==> src/rtl/switch_debouncer_if.sv <==
`default_nettype none
// ============================================================================
//  Module      : switch_debouncer_if
//  Description : Switch-side signal bundle for the two-channel debouncer.
//                Raw board inputs travel one way, the conditioned levels and
//                rising-edge pulses travel back.
//  Revision    : 1.0  initial release
// ============================================================================
interface switch_debouncer_if;

    // Raw, asynchronous switch / pushbutton levels
    logic x_raw;
    logic y_raw;

    // Clean, registered levels and one-cycle rising-edge pulses
    logic x;
    logic y;
    logic x_rise;
    logic y_rise;

    // Board / stimulus side: drives raw inputs, observes conditioned outputs
    modport master (
        output x_raw,
        output y_raw,
        input  x,
        input  y,
        input  x_rise,
        input  y_rise
    );

    // Debouncer side: consumes raw inputs, produces conditioned outputs
    modport slave (
        input  x_raw,
        input  y_raw,
        output x,
        output y,
        output x_rise,
        output y_rise
    );

endinterface
`default_nettype wire

==> src/rtl/switch_debouncer.sv <==
`default_nettype none
// ============================================================================
//  Module      : switch_debouncer
//  Description : Two-channel input conditioner. Each raw input is brought into
//                the clk domain by a flop chain, then filtered by a debounce
//                FSM that only accepts a new level after DEBOUNCE_CYCLES
//                consecutive matching synchronized samples. Each channel also
//                produces a registered one-cycle pulse on a 0->1 transition.
//  Revision    : 1.0  initial release
// ============================================================================
module switch_debouncer #(
    parameter int SYNC_STAGES     = 2,
    parameter int DEBOUNCE_CYCLES = 500000,
    parameter int CNT_WIDTH       = 20
) (
    input  logic                clk,
    input  logic                rst_n,
    switch_debouncer_if.slave   sw
);

    localparam int NUM_CH = 2;

    // Terminal count: a pending change is accepted when the counter sits here
    // and the synchronized input still holds the new level.
    localparam logic [CNT_WIDTH-1:0] c_cnt_max = CNT_WIDTH'(DEBOUNCE_CYCLES - 1);

    // Value loaded when leaving a stable state. With a single-cycle debounce
    // the terminal count is zero, so loading zero makes the pending state
    // exit on the very next edge and keeps the counter within range.
    localparam logic [CNT_WIDTH-1:0] c_cnt_load =
        (DEBOUNCE_CYCLES > 1) ? CNT_WIDTH'(1) : '0;

    typedef enum logic [1:0] {
        ST_LO = 2'd0,   // stable low
        ST_PH = 2'd1,   // pending high: qualifying a 0->1 change
        ST_HI = 2'd2,   // stable high
        ST_PL = 2'd3    // pending low: qualifying a 1->0 change
    } state_t;

    // Channel 0 is X, channel 1 is Y
    logic [NUM_CH-1:0] w_raw;
    logic [NUM_CH-1:0] w_out;
    logic [NUM_CH-1:0] w_rise;

    assign w_raw = {sw.y_raw, sw.x_raw};

    assign sw.x      = w_out[0];
    assign sw.y      = w_out[1];
    assign sw.x_rise = w_rise[0];
    assign sw.y_rise = w_rise[1];

    // Identical, fully independent logic per channel
    for (genvar ch = 0; ch < NUM_CH; ch++) begin : g_ch

        logic [SYNC_STAGES-1:0] r_sync;
        logic                   w_s;

        state_t                 r_state;
        state_t                 w_state_nxt;
        logic [CNT_WIDTH-1:0]   r_cnt;
        logic [CNT_WIDTH-1:0]   w_cnt_nxt;
        logic                   r_out;
        logic                   w_out_nxt;
        logic                   r_rise;
        logic                   w_rise_nxt;

        // Synchronizer chain: shift the raw level in, oldest stage is used
        always_ff @(posedge clk) begin
            if (!rst_n) begin
                r_sync <= '0;
            end else begin
                r_sync <= {r_sync[SYNC_STAGES-2:0], w_raw[ch]};
            end
        end

        assign w_s = r_sync[SYNC_STAGES-1];

        // FSM, counter and output registers; reset discards any pending count
        always_ff @(posedge clk) begin
            if (!rst_n) begin
                r_state <= ST_LO;
                r_cnt   <= '0;
                r_out   <= 1'b0;
                r_rise  <= 1'b0;
            end else begin
                r_state <= w_state_nxt;
                r_cnt   <= w_cnt_nxt;
                r_out   <= w_out_nxt;
                r_rise  <= w_rise_nxt;
            end
        end

        // Next-state, counter and output decode
        always_comb begin
            w_state_nxt = r_state;
            w_cnt_nxt   = r_cnt;
            w_out_nxt   = r_out;
            w_rise_nxt  = 1'b0;

            case (r_state)
                ST_LO: begin
                    w_out_nxt = 1'b0;
                    w_cnt_nxt = '0;
                    if (w_s) begin
                        w_state_nxt = ST_PH;
                        w_cnt_nxt   = c_cnt_load;
                    end
                end

                ST_PH: begin
                    if (!w_s) begin
                        // Bounce back: abandon the change, count restarts later
                        w_state_nxt = ST_LO;
                        w_cnt_nxt   = '0;
                    end else if (r_cnt == c_cnt_max) begin
                        w_state_nxt = ST_HI;
                        w_cnt_nxt   = '0;
                        w_out_nxt   = 1'b1;
                        w_rise_nxt  = 1'b1;
                    end else begin
                        w_cnt_nxt   = r_cnt + CNT_WIDTH'(1);
                    end
                end

                ST_HI: begin
                    w_out_nxt = 1'b1;
                    w_cnt_nxt = '0;
                    if (!w_s) begin
                        w_state_nxt = ST_PL;
                        w_cnt_nxt   = c_cnt_load;
                    end
                end

                ST_PL: begin
                    if (w_s) begin
                        w_state_nxt = ST_HI;
                        w_cnt_nxt   = '0;
                    end else if (r_cnt == c_cnt_max) begin
                        // Falling acceptance never produces a rise pulse
                        w_state_nxt = ST_LO;
                        w_cnt_nxt   = '0;
                        w_out_nxt   = 1'b0;
                    end else begin
                        w_cnt_nxt   = r_cnt + CNT_WIDTH'(1);
                    end
                end

                default: begin
                    w_state_nxt = ST_LO;
                    w_cnt_nxt   = '0;
                    w_out_nxt   = 1'b0;
                end
            endcase
        end

        assign w_out[ch]  = r_out;
        assign w_rise[ch] = r_rise;

    end : g_ch

endmodule
`default_nettype wire

==> src/flat_wrapper.sv <==
// flat-port wrapper written by rule: the top's interface ports become plain ports
module switch_debouncer_flat 
#(
    parameter int SYNC_STAGES     = 2,
    parameter int DEBOUNCE_CYCLES = 500000,
    parameter int CNT_WIDTH       = 20
)
  (clk, rst_n, sw_x_raw, sw_y_raw, sw_x, sw_y, sw_x_rise, sw_y_rise);
  switch_debouncer_if sw_i ();
  input  logic clk;
  input  logic rst_n;
  input wire logic [$bits(sw_i.x_raw)-1:0] sw_x_raw;
  input wire logic [$bits(sw_i.y_raw)-1:0] sw_y_raw;
  output wire logic [$bits(sw_i.x)-1:0] sw_x;
  output wire logic [$bits(sw_i.y)-1:0] sw_y;
  output wire logic [$bits(sw_i.x_rise)-1:0] sw_x_rise;
  output wire logic [$bits(sw_i.y_rise)-1:0] sw_y_rise;
  assign sw_i.x_raw = sw_x_raw;
  assign sw_i.y_raw = sw_y_raw;
  assign sw_x = sw_i.x;
  assign sw_y = sw_i.y;
  assign sw_x_rise = sw_i.x_rise;
  assign sw_y_rise = sw_i.y_rise;
  switch_debouncer #(.SYNC_STAGES(SYNC_STAGES), .DEBOUNCE_CYCLES(DEBOUNCE_CYCLES), .CNT_WIDTH(CNT_WIDTH)) u_core (.clk(clk), .rst_n(rst_n), .sw(sw_i));
endmodule
==> config.mk <==
export PLATFORM = sky130hd
export DESIGN_NAME = switch_debouncer_flat
export DESIGN_NICKNAME = d
export VERILOG_FILES = /design/src/rtl/switch_debouncer_if.sv /design/src/rtl/switch_debouncer.sv /design/src/flat_wrapper.sv
export SDC_FILE = /design/constraint.sdc
export NUM_CORES = 1
export LEC_CHECK = 0
export CAP_MARGIN = 20
export CELL_PAD_IN_SITES_DETAIL_PLACEMENT = 1
export CELL_PAD_IN_SITES_GLOBAL_PLACEMENT = 1
export CORE_ASPECT_RATIO = 1.5
export CORE_MARGIN = 5
export CORE_UTILIZATION = 30
export CTS_CLUSTER_SIZE = 25
export DETAILED_ROUTE_END_ITERATION = 8
export PLACE_DENSITY = 0.55
export SLEW_MARGIN = 15
export SYNTH_ARGS = -nofsm -noshare
export SYNTH_HDL_FRONTEND = slang
export SYNTH_SLANG_ARGS = --single-unit
==> constraint.sdc <==
create_clock -name clk -period 2.3 [get_ports clk]
set_input_delay 0.46 -clock clk [delete_from_list [all_inputs] [get_ports clk]]
set_output_delay 0.46 -clock clk [all_outputs]
set_load 0.005 [all_outputs]
==> flow_metrics.tcl, run 1 <==
set metrics [dict create \
    die_y_um 123 \
    p_leak_nw 0.969 \
    htreeDepth 2 \
    dp.cells 409 \
    ir_drop_mv 0.347 \
    synthesis.nets 308 \
    min_from "u_core.g_ch[1].r_sync[0]" \
    hold_path.class "reg2reg" \
    avgSynthCellArea_um2 8.76 \
    root_buffer "clkbuf_16" \
    cts_tree "built" \
    grt_pass1_vias 2100 \
    cts_buffers 5 \
    cts_setup_buffers 0 \
    syn_area_mm2 0.00256 \
    synth_seq_area_share_pct 40.7 \
    drtIter0Drc 32 \
    synth.distinct_cells 43 \
    gp_congestion 0.787 \
    finClkSkew_ps 5.56 \
    coreArea_mm2 0.00836 \
    synth_cells 292 \
    grt_first_pass_wirelength_mm 9.77 \
    multi_input_area_mm2 0.00143 \
    pre_cts_ws_ps 242 \
    drv_slew 0 \
    slew_headroom_pct 70.7 \
    hold_slack_ps 442 \
    firstDrtPassIters 3 \
    n_fill_cell 1004 \
    routed_wl_mm 5.54 \
    clk_path_buf_depth 2 \
    yosys_warnings 0 \
    cp_slowest_stage_delay_ps 440 \
    required_ps 2470 \
    dp_hpwl_mm 4.18 \
    nets 325 \
    holdPathStages 1 \
    drc 0 \
    fin_crit_sh_pct 87.1 \
    r2r_cells 5 \
    worstReg2RegEnd "u_core.g_ch[0].r_state[0]" \
    powerDensity_mw_per_mm2 724 \
    max_freq_mhz 499 \
    maxCapViolCount 0 \
    rrSetupSlack_ps 300 \
    synth_edf_count 0 \
    worst_pin_slew_ps 437 \
    ios 8 \
    ant_nets 0 \
    die_area_mm2 0.0105 \
    drt-vias-per-instance 4.91 \
    holdPathEnd "u_core.g_ch[1].r_sync[1]" \
    clock_sinks 52 \
    cp.arrival_ps 2170 \
    path_class "reg2reg" \
    vias 2048 \
    hold_violations 0 \
    area_growth_pct 15.7 \
    finalSetupViolations 0 \
    worstReg2RegStart "u_core.g_ch[0].r_cnt[14]" \
    rows 41 \
    fin_crit_ps 2000 \
    grt_use_total_pct 11.5 \
    cp_slowest_cell "a2111oi_2" \
    portBuffers 7 \
    drive_gt1_share_pct 9.68 \
    clk_pin_slew_ps 70 \
    grt_max_degree 20 \
    ff_latch_area_mm2 0.00104 \
    grt-ovfl-total 0 \
    cts_resized 0 \
    worst_slack_ps 297 \
    startpoint_type "flop" \
    post_drt_wl_per_cell_um 13.3 \
    outcome "finished, final reports clean" \
    worstSkewPairLatency_ps 290 \
    die_w_um 85.4 \
    antenna_cells 0 \
    cp-end-kind "flop" \
    antenna_found_initial 0 \
    critical_path.max_fanout 6 \
    path_cells "nor3_1 > nand4_2 > o31a_1 > a2111oi_2 > o22ai_2" \
    cts_hold_buf 0 \
    rsz0062_at_grt "false" \
    tns_ps 0 \
    async_flop_share_pct 0 \
    ys_ff_latch 52 \
    final_cells 417 \
    synth_top_flop_cell "dfxtp_1" \
    start_util_pct 30.6 \
]
[worst max path at each step]
stage	start	endpoint
after detailed placement	u_core.g_ch[0].r_cnt[14]	u_core.g_ch[0].r_state[0]
after global routing	u_core.g_ch[0].r_cnt[14]	u_core.g_ch[0].r_state[0]
after floorplan	u_core.g_ch[0].r_cnt[0]	u_core.sw.x
after CTS	u_core.g_ch[0].r_cnt[14]	u_core.g_ch[0].r_state[0]
after global placement	u_core.g_ch[0].r_cnt[14]	u_core.g_ch[0].r_state[0]
final	u_core.g_ch[0].r_cnt[14]	u_core.g_ch[0].r_state[0]
[routing by layer]
layer	share of wire [%]	wire (µm)	track usage, %	vias to the layer above
met3	1.6	87	2.07	7
met2	55	3030	21.5	8
met4	1.8	97	4.46	0
met1	42	2330	12.6	996
met5	0	0	0	-
li1	-	-	-	1037
[through the flow]
step	utilization [%]	cell area, µm²	power, mW
3_3_place_gp	33.5	2810	1.39
3_5_place_dp	33.5	2810	1.40
4_1_cts	35.4	2960	2.19
5_1_grt	35.4	2960	2.28
2_1_floorplan	-	2560	1.29
6_report	35.4	2960	2.14
[power breakdown]
group | internal [mW] | total, mW | switching, mW | leakage [nW]
sequential | 0.941 | 0.986 | 0.0451 | 0.421
combinational | 0.184 | 0.387 | 0.204 | 0.479
clock | 0.433 | 0.769 | 0.335 | 0.0691
[synth_stat cells, types with 2 or more instances]
master    number  area (µm²)
xnor2_1       20         175
o21ai_0        4        20.0
nor4_1         5        31.3
and2_1         5        31.3
mux2_2         2        22.5
buf_2          4        20.0
nand2_1       14        52.6
a31o_2         2        17.5
clkbuf_1       3        11.3
inv_1         16        60.1
o31a_1         2        17.5
o311a_1        2        20.0
ha_1          12         150
or3_1          3        18.8
nand3_1       19        95.1
a21oi_1        3        15.0
o311ai_0       2        17.5
xor2_1        16         140
nor3_1        11        55.1
dfxtp_1       52        1040
mux2i_1        2        20.0
and3_1         3        18.8
nor2_1        57         214
a211oi_1       2        15.0
nand4_1        8        50.1
and4_1         6        52.6
[flip-flops by register name, indices dropped and copies added (netlist names), named ones only]
signal               cells
u_core.g_ch.r_state      2
u_core.g_ch.r_sync       4
u_core.g_ch.r_cnt       40
u_core.sw.x              1
u_core.sw.y              1
u_core.sw.x_rise         1
u_core.sw.y_rise         1
[kinds of logic after synthesis]
| kind of cell | count (synthesis) | synth area share (%) |
|---|---|---|
| AOI/OAI and AO/OA | 24 | 7.44 |
| adders and majority gates | 12 | 5.87 |
| DFF | 52 | 40.7 |
| and+or+nand+nor | 141 | 28.4 |
| muxes | 4 | 1.66 |
| xor gates and xnor gates | 36 | 12.3 |
| buffers and inverters | 23 | 3.57 |
[area by class of cell]
| type | instances | area share, % |
|---|---|---|
| inverters | 16 | 2.03 |
| clock buffers | 6 | 4.69 |
| clock inverters | 2 | 0.507 |
| well taps | 107 | 4.52 |
| repair buffers | 17 | 4.90 |
| flip-flops and latches | 52 | 35.2 |
| multi-input cells | 217 | 48.2 |
[worst max-delay path: cells and delay by family (launching register included)]
family / cells / cell delay [ps]
AO/OA/AOI/OAI: 3 / 890
flip-flops: 1 / 380
AND/OR/NAND/NOR: 2 / 620
[cells in the final DEF (no fill, tap or decap), drive strengths merged, types with 2 or more instances in the layout]
master	netlist	layout
o21ai	4	4
a21oi	3	3
clkbuf	3	6
and3	4	4
clkdlybuf4s50	0	7
clkinvlp	0	2
nor4b	2	2
xnor2	20	20
o22ai	2	2
nand3	19	19
nand4	9	9
nand2	14	14
dfxtp	52	52
and4	6	6
nor2	57	57
mux2	2	2
a31o	2	2
buf	4	10
o311a	2	2
a211oi	2	2
xor2	16	16
nor3	11	11
o311ai	2	2
nor4	5	5
inv	16	16
or3	3	3
mux2i	2	2
ha	12	12
o31a	2	2
and2	5	5
No activity file was read; power rests on OpenSTA's default activity.
==> inputs of run 2 (changes only) <==
CAP_MARGIN = unset   (was 20)
CORE_ASPECT_RATIO = unset   (was 1.5)
CORE_MARGIN = unset   (was 5)
==> run 2 against run 1 <==
Clock power decreased by 29%. Critical path type unchanged. Sequential power about the same. Critical path depth increased by 2. Cell count decreased by 1.4%. Register-to-register slack improved by 60 ps. Die area decreased by 15%. Combinational power about the same. Worst hold slack got worse by 2.3 ps. Non-clock buffer count decreased by 4. Critical endpoint is now u_core.g_ch[0].r_cnt[18]. Utilization decreased by 0.55 points.
==> flow_metrics.tcl, run 2 (same netlist as run 1, synthesis figures left out) <==
set metrics [dict create \
    finalInstanceArea_mm2 0.00286 \
    drt-vias-per-instance 4.83 \
    hold_path.class "reg2reg" \
    dp_hpwl_mm 3.98 \
    rows 33 \
    portBuffers 7 \
    clock_sinks 52 \
    cts_tree "built" \
    critical_path.max_fanout 11 \
    fin_crit_sh_pct 84.6 \
    final_cells 411 \
    cp_slowest_stage_delay_ps 510 \
    routed_wl_mm 5.49 \
    clk_path_buf_depth 2 \
    pre_cts_ws_ps 334 \
    top_register "u_core.g_ch.r_cnt" \
    maxCapViolCount 0 \
    total_power_mw 1.92 \
    coreArea_mm2 0.00822 \
    die_area_mm2 0.00890 \
    top_regs "u_core.g_ch.r_cnt (40), u_core.g_ch.r_sync (4), u_core.g_ch.r_state (2)" \
    dp.cells 403 \
    die_w_um 94.3 \
    cts_resized 0 \
    path_cells "ha_1 > nand4_1 > buf_4 > nor4_1 > nand3_1 > xor2_1 > nor2_1" \
    placed_cell_area_mm2 0.00277 \
    drive_gt1_share_pct 7.84 \
    drv_slew 0 \
    ios 8 \
    worst_pin_slew_ps 527 \
    ant_nets 0 \
    outcome "finished, final reports clean" \
    holdPathEnd "u_core.g_ch[0].r_sync[1]" \
    p_leak_nw 0.925 \
    mostFrequentLayoutCell "nor2_1" \
    htreeDepth 2 \
    drc 0 \
    rsz0062_at_grt "false" \
    path_class "reg2reg" \
    holdPathStages 1 \
    cts_setup_buffers 0 \
    root_buffer "clkbuf_8" \
    startpoint_type "flop" \
    clk_pin_slew_ps 90 \
    start_util_pct 31.1 \
    hold_violations 0 \
    vias 1984 \
    mostFrequentLayoutCells "57 x nor2_1, 52 x dfxtp_1, 20 x xnor2_1" \
    finClkSkew_ps 18.6 \
    grt_first_pass_wirelength_mm 9.36 \
    finalSetupViolations 0 \
    powerDensity_mw_per_mm2 671 \
    die_y_um 94.3 \
    min_from "u_core.g_ch[0].r_sync[0]" \
    grt_max_degree 20 \
    gp_congestion 0.717 \
    ir_drop_mv 0.201 \
    cts_hold_buf 0 \
    area_growth_pct 11.9 \
    cp-end-kind "flop" \
    rrSetupSlack_ps 350 \
    worstReg2RegStart "u_core.g_ch[0].r_cnt[0]" \
    worst_slack_ps 354 \
    cp_top_family "simple AND/OR/NAND/NOR gates" \
    grt_use_total_pct 13.4 \
    antenna_cells 0 \
    drtIter0Drc 82 \
    grt-ovfl-total 0 \
    firstDrtPassIters 4 \
    nets 321 \
    cp_slowest_cell "nor4_1" \
    cts_buffers 5 \
    grt_pass1_vias 1997 \
    largest_reg_flops 40 \
    cp_num_buf_inv 1 \
    slew_headroom_pct 64.5 \
    max_freq_mhz 514 \
    tns_ps 0 \
    antenna_found_initial 0 \
    post_drt_wl_per_cell_um 13.4 \
    cp.arrival_ps 2130 \
    required_ps 2480 \
    fin_crit_ps 1950 \
    worstReg2RegEnd "u_core.g_ch[0].r_cnt[18]" \
    r2r_cells 7 \
    worstSkewPairLatency_ps 310 \
]
[run 2: changes by cell type in the layout (fill, tap and decap cells not counted)]
cell / change
clkinvlp_4: -2
clkbuf_8: +5
buf_4: -4
clkbuf_16: -5
clkbuf_1: +2
[run 2: cell type report]
| type | count | area, µm² |
|---|---|---|
| Inverter | 16 | 60.1 |
| Fill cell | 966 | 5350 |
| Timing Repair Buffer | 13 | 115 |
| Sequential cell | 52 | 1040 |
| Clock buffer | 8 | 90.1 |
| Multi-Input combinational cell | 217 | 1430 |
| Tap cell | 105 | 131 |
[run 2: worst max path at each step]
stage	start	end	slack [ps]	cells after the start
after detailed placement	u_core.g_ch[1].r_cnt[1]	u_core.g_ch[1].r_cnt[6]	330	6
after floorplan	u_core.g_ch[0].r_cnt[0]	u_core.sw.x	570	6
after global routing	u_core.g_ch[1].r_cnt[1]	u_core.g_ch[1].r_cnt[3]	160	6
final	u_core.g_ch[0].r_cnt[0]	u_core.g_ch[0].r_cnt[18]	350	7
after global placement	u_core.g_ch[0].r_cnt[0]	u_core.g_ch[0].r_cnt[16]	360	7
after CTS	u_core.g_ch[0].r_cnt[0]	u_core.g_ch[0].r_cnt[18]	330	7
[run 2: through the flow]
step	utilization [%]	hold WS (ps)
3_3_place_gp	33.7	418
3_5_place_dp	33.7	423
5_1_grt	34.8	477
4_1_cts	34.8	443
6_report	34.8	440
2_1_floorplan	-	412
[run 2: layer usage]
| layer | GRT usage, % | vias up | part of all wire (%) |
|---|---|---|---|
| li1 | - | 1021 | - |
| met1 | 17.1 | 946 | 51 |
| met2 | 22.5 | 12 | 46 |
| met3 | 2.42 | 5 | 1.8 |
| met4 | 5.00 | 0 | 1.3 |
| met5 | 0 | - | 0 |
[run 2: report_power, final]
part           internal [mW]  total (mW)  switching (mW)
clock                  0.247       0.546           0.300
combinational          0.184       0.385           0.202
sequential             0.941       0.988          0.0471
total                   1.37        1.92           0.548
